**config.mk**
```make
export PLATFORM = sky130hd
export DESIGN_NAME = bit_rev_sched
export DESIGN_NICKNAME = d
export VERILOG_FILES = /design/src/rtl/bit_rev_sched.sv
export SDC_FILE = /design/constraint.sdc
export NUM_CORES = 1
export LEC_CHECK = 0
export CORE_MARGIN = 5
export CORE_UTILIZATION = 40
export DETAILED_ROUTE_END_ITERATION = 16
export PLACE_DENSITY = 0.76
export SETUP_SLACK_MARGIN = 0.2
export SLEW_MARGIN = 30
export SYNTH_ARGS = -nofsm -noshare
export SYNTH_HDL_FRONTEND = slang
export SYNTH_SLANG_ARGS = --single-unit
```
**constraint.sdc**
```tcl
create_clock -name clk -period 2.9 [get_ports clk]
set_input_delay 0.58 -clock clk [delete_from_list [all_inputs] [get_ports clk]]
set_output_delay 0.58 -clock clk [all_outputs]
set_load 0.01 [all_outputs]
```
**src/rtl/bit_rev_sched.sv**
```systemverilog
// rtl/bit_rev_sched.sv - two-requester round-robin scheduler feeding a one-entry bit-transform output register
module bit_rev_sched (
    input  logic       clk,
    input  logic       rst,
    input  logic       req0_val,
    output logic       req0_rdy,
    input  logic [7:0] req0_msg,
    input  logic       req1_val,
    output logic       req1_rdy,
    input  logic [7:0] req1_msg,
    input  logic       cfg_val,
    output logic       cfg_rdy,
    input  logic [1:0] cfg_mode,
    output logic       out_val,
    input  logic       out_rdy,
    output logic [7:0] out_msg,
    output logic       out_src,
    output logic [1:0] mode
);

    typedef enum logic {EMPTY = 1'b0, FULL = 1'b1} state_t;

    state_t     state_q, state_d;
    logic [1:0] mode_q, mode_d;
    logic       ptr_q, ptr_d;
    logic [7:0] out_msg_q, out_msg_d;
    logic       out_src_q, out_src_d;

    logic       can_accept;
    logic       cfg_block;
    logic       xfer0, xfer1;
    logic [7:0] sel_msg;

    function automatic logic [7:0] transform(input logic [7:0] d, input logic [1:0] m);
        logic [7:0] r;
        case (m)
            2'd0:    r = {d[0], d[1], d[2], d[3], d[4], d[5], d[6], d[7]};
            2'd1:    r = {d[4], d[5], d[6], d[7], d[0], d[1], d[2], d[3]};
            2'd2:    r = d;
            default: r = {d[3:0], d[7:4]};
        endcase
        return r;
    endfunction

    always_ff @(posedge clk or posedge rst) begin
        if (rst) begin
            state_q   <= EMPTY;
            mode_q    <= 2'd0;
            ptr_q     <= 1'b0;
            out_msg_q <= 8'h00;
            out_src_q <= 1'b0;
        end else begin
            state_q   <= state_d;
            mode_q    <= mode_d;
            ptr_q     <= ptr_d;
            out_msg_q <= out_msg_d;
            out_src_q <= out_src_d;
        end
    end

    // Each grant term looks only at the other requester's valid, so a ready
    // never depends on its own valid; with neither valid no transfer can occur.
    always_comb begin
        state_d   = state_q;
        mode_d    = mode_q;
        ptr_d     = ptr_q;
        out_msg_d = out_msg_q;
        out_src_d = out_src_q;

        can_accept = (state_q == EMPTY) || out_rdy;
        cfg_block  = (state_q == EMPTY) && cfg_val;
        cfg_rdy    = !rst && (state_q == EMPTY);
        req0_rdy   = !rst && can_accept && !cfg_block && (!req1_val || !ptr_q);
        req1_rdy   = !rst && can_accept && !cfg_block && (!req0_val ||  ptr_q);

        xfer0   = req0_val && req0_rdy;
        xfer1   = req1_val && req1_rdy;
        sel_msg = xfer1 ? req1_msg : req0_msg;

        if (cfg_val && cfg_rdy)
            mode_d = cfg_mode;

        if (xfer0 || xfer1) begin
            state_d   = FULL;
            out_msg_d = transform(sel_msg, mode_q);
            out_src_d = xfer1;
            ptr_d     = !xfer1;
        end else if ((state_q == FULL) && out_rdy) begin
            state_d = EMPTY;
        end
    end

    assign out_val = (state_q == FULL);
    assign out_msg = out_msg_q;
    assign out_src = out_src_q;
    assign mode    = mode_q;

endmodule
```
Word-level counts from Yosys, hierarchy flattened
Index checks and enable logic that the tools add are counted.

storage, ports and cells
  flip-flop bits (word level) = 13
  latch bits = 0
  memory bits (writable) = 0
  memory bits (read-only) = 0
  input bits = 24
  output and inout port bits = 15
  memories kept = 0

cells by class
  add/subtract/negate cells = 0
  $mul = 0
  div/mod/pow operators = 0
  $lt $le $gt $ge = 0
  eq/ne operators = 2
  shifts and indexed selects = 0
  muxes and demuxes = 4
  bitwise gates (word level) = 1
  reductions and logical operators = 22

operators with widths
  kind                  count
  $pmux W8 S3           1
  $logic_and A1 B1 Y1   10
  $mux W8               1
  $logic_not A1 Y1      6
  $logic_or A1 B1 Y1    4
  $eq A2 B1 Y1 const B  1
  $eq A2 B2 Y1 const B  1
  $logic_not A2 Y1      1
  $mux W1               2
  $reduce_bool A2 Y1    1
  $not A1 Y1            1

Logic depth before layout (Yosys ltp)
  depth after elaboration = 8
  mapped depth = 6
  mapped depth without buffers = 5

Least setup slack after synthesis
Ideal clock, no wire load.

  kind = input to register
  from = input cfg_val
  to = register out_msg_q[0] (netlist: out_msg[0])
  arrival = 1.831 ns
  data required time = 2.779 ns
  setup slack = 0.948 ns
  stages on the path = 6
  path buffers = 1
  cells stage by stage = nor2b_1 > nor4_4 > buf_6 > mux2i_1 > a221oi_1 > a22o_1

on the way
  longest elaborated chain between the ends = 7

ends and longest elaborated chain
  what                   RTL line  source
  from (decl)            11        input logic cfg_val,
  $logic_and A1 B1 Y1 *  71        cfg_block = (state_q == EMPTY) && cfg_val;
  $logic_not A1 Y1 *     73, 74
  $logic_and A1 B1 Y1 *  73, 74
  $logic_and A1 B1 Y1    74        req1_rdy = !rst && can_accept && !cfg_block && (!req0_val || ptr_q);
  $logic_and A1 B1 Y1    77        xfer1 = req1_val && req1_rdy;
  $mux W8                78        sel_msg = xfer1 ? req1_msg : req0_msg;
  $pmux W8 S3            36        case (m)
  to (signal assigned)   56        out_msg_q <= out_msg_d;
  to (decl)              26        logic [7:0] out_msg_q, out_msg_d;

Every way passes the cells marked *; elsewhere a longest branch is shown, timed or not.
A chain may end at the register's enable or synchronous reset.

Worst setup path in the final report
  from = input out_rdy
  to = output req0_rdy

on the way
  longest elaborated chain between the ends = 4

ends and longest elaborated chain
  what                              RTL line  source
  from (decl)                       15        input logic out_rdy,
  $logic_or A1 B1 Y1                70        can_accept = (state_q == EMPTY) || out_rdy;
  $logic_and A1 B1 Y1 (3 in a row)  73        req0_rdy = !rst && can_accept && !cfg_block && (!req1_val || !ptr_q);
  to (decl)                         6         output logic req0_rdy,

Every way passes these cells.

==> flow_summary_export.csv <==
group,metric,value,unit
outcome,status,"finished clean",
cts,post_cts_resized,0,
global_routing,grt_max_degree,16,
hold_path,hold_depth,1,
floorplanning,dieArea,3332,µm²
route,drt-total-wl,2413,µm
synthesis,synth_cell_types,38,
floorplanning,core,2191,µm²
critical_path,worst_ep_arrival_time,2.06,ns
synthesis,syn_area,910.9,µm²
sta,finalSetupViolations,0,
power,p_leak,0.5366,nW
layout,syn2layout_area_growth,48.76,%
synthesis,syn-num-nets,118,
floorplanning,ios,39,
route,vias,912,
floorplanning,fp.dieH,57.72,µm
route,avgViaCountPerCell,5.630,
hold_path,hold_path.class,"flip-flop to flip-flop",
synthesis,netlist_instances,94,
layout,fillCellCount,174,
floorplanning,num_rows,17,
cts,post-cts-setup-buffers,0,
placement,hpwl,1920,µm
placement,port_buffers,38,
critical_path,critical_path.top_delay_family,"buffers and inverters",
route,ant_nets,0,
critical_path,cp_max_fo,4,
layout,layout.cells.non_filler,162,
synthesis,yosysMostFrequentCell,"dfrtp_1",
layout,finalNetCount,159,
global_routing,antenna_found_initial,0,
synthesis,async_flop_share,1.000,
route,drt-initial-drc-count,22,
synthesis,yosysTopAreaCellShare,0.3571,
synthesis,yosys_warnings,0,
critical_path,timing.reg2reg.worst_path_depth,6,
critical_path,endpoint_kind,"primary output",
layout,diodes,0,
placement,dpl_cell_area,1321,µm²
flow_run,max_cap_viol_count,0,
sta,period_share,0.9112,
synthesis,synth_seq_cells,13,
critical_path,path_cells,"clkdlybuf4s50_1, nand2b_4, nand3_1, a21oi_1, clkdlybuf4s50_1",
critical_path,crit_slowest_cell,"clkdlybuf4s50_1",
global_routing,grt_pass1_vias,914,
layout,multi_input_area,546.8,µm²
synthesis,synth-main-ff-cell,"dfrtp_1",
power,power_density,601.2,nW/µm²
global_routing,grtUsageTotal,0.1613,
global_routing,grt_pass1_wl,4243,µm
critical_path,max_stage_delay,0.56,ns
synthesis,synth_common_cells,"dfrtp_1, mux2i_1, nor2_1, nand2_1",
sta,rsz0062_at_grt,"no",
cts,h-tree-depth,1,
sta,max_slew.worst_pin.slew,0.3720,ns
cts,clkSinkCount,13,
critical_path,crit_path_start_kind,"input port",
cts,root_buffer,"clkbuf_4",
sta,hold_viol,0,
synthesis,synth.area.top_cells,"dfrtp_1, mux2i_1, a22oi_1, nor2_1, a221oi_1",
sta,max_freq,378.4,MHz
synthesis,synth-edff-count,0,
critical_path,critPathMostFrequentCell,"clkdlybuf4s50_1",
cts,cts_hold_buf,0,
critical_path,r2r_slack,0.89,ns
cts,cts_tree,"done",
cts,clk_pin_slew_worst_paths,0.08,ns
critical_path,worstPathRequired,2.32,ns
cts,clock_latency,0.28,ns
synthesis,syn_area_per_cell,9.690,µm²
sta,clock_skew,0.009526,ns
synthesis,yosysTopAreaCell,"dfrtp_1",
sta,maxSlewHeadroom,0.7449,
floorplanning,dieWidth,57.72,µm
power,peakVddDrop,0.0003483,V
sta,fin_crit,2.643,ns
cts,numCtsBuffers,3,
layout,utilization,0.6185,
layout,seq_area,325.3,µm²
placement,gp_congestion,0.8335,
critical_path,crit_type,"input port to primary output",
layout,final_area,1355,µm²
route,drc,0,
cts,cts_buffer_depth,2,
critical_path,cp_num_buf_inv,2,
floorplanning,start_util,0.4158,
power,p_total,0.0008147,W
sta,final.setup.tns,0,ns
sta,final_max_slew_viol_count,0,
synthesis,ys_seq_area_frac,0.3571,
route,wl_per_cell,14.90,µm
layout,drive_gt1_frac,0.09701,
route,drtPass1Iterations,4,
global_routing,overflow,0,
placement,dp_cells,158,
critical_path,cp.depth,5,
[logic make-up after synthesis]
| group | after synthesis | synth area share |
|---|---|---|
| AOI/OAI and AO/OA | 27 | 0.2280 |
| buffers and inverters | 10 | 0.05081 |
| DFF | 13 | 0.3571 |
| muxes | 14 | 0.1717 |
| and+or+nand+nor | 30 | 0.1923 |
[through the flow]
step	setup slack, ns	hold WS, ns
6_report	0.2574	0.4974
5_1_grt	0.2069	0.5374
4_1_cts	0.2241	0.4947
3_5_place_dp	0.2256	0.4739
3_3_place_gp	0.2848	0.4659
2_1_floorplan	0.9478	0.4730
[layout by cell type (no fill, tap or decap), types with 3 or more instances in the layout]
cell,n
a21oi_1,3
a221oi_1,3
a22o_1,3
a22oi_1,4
buf_4,3
clkbuf_4,3
clkdlybuf4s50_1,38
dfrtp_1,13
inv_1,4
mux2i_1,10
nand2_1,6
nor2_1,8
nor2b_1,3
[power by group]
part           internal [W]  total [W]  switching, W
clock network     0.0000533   0.000111     0.0000574
logic              0.000235   0.000407      0.000172
registers          0.000243   0.000297     0.0000543
[worst register-to-register path, delay by kind of cell (launching register included)]
| family | cells | cell delay, ns |
|---|---|---|
| flops | 1 | 0.46 |
| simple gates | 2 | 0.43 |
| mux | 1 | 0.39 |
| compound gates | 2 | 0.37 |
| buf+inv | 1 | 0.25 |
[sequential cells by signal, summed over array words and instances, names as in the netlist]
signal	count
ptr_q	1
out_msg	8
out_val	1
out_src	1
mode	2
[area by class of cell]
cell class,instances,share of cell area
Multi-Input combinational cell,71,0.4035
Timing Repair Buffer,41,0.2973
Sequential cell,13,0.2401
Tap cell,28,0.02585
Clock buffer,4,0.01939
Inverter,5,0.01385
[path summary, 6_finish.rpt]
check	start	end
worst max-delay path	out_rdy	req0_rdy
worst min-delay path	out_src	out_src
worst max register to register	out_val	out_msg[7]
worst min register to register	out_src	out_src
max in group asynchronous	rst	out_msg[7]
min in group asynchronous	rst	out_msg[1]
[routing by layer]
layer,track usage,part of all wire
met1,0.1948,0.42
met2,0.2790,0.51
met3,0.04900,0.058
met4,0.03974,0.0095
met5,0,0
(Power assumes the default switching activity.)
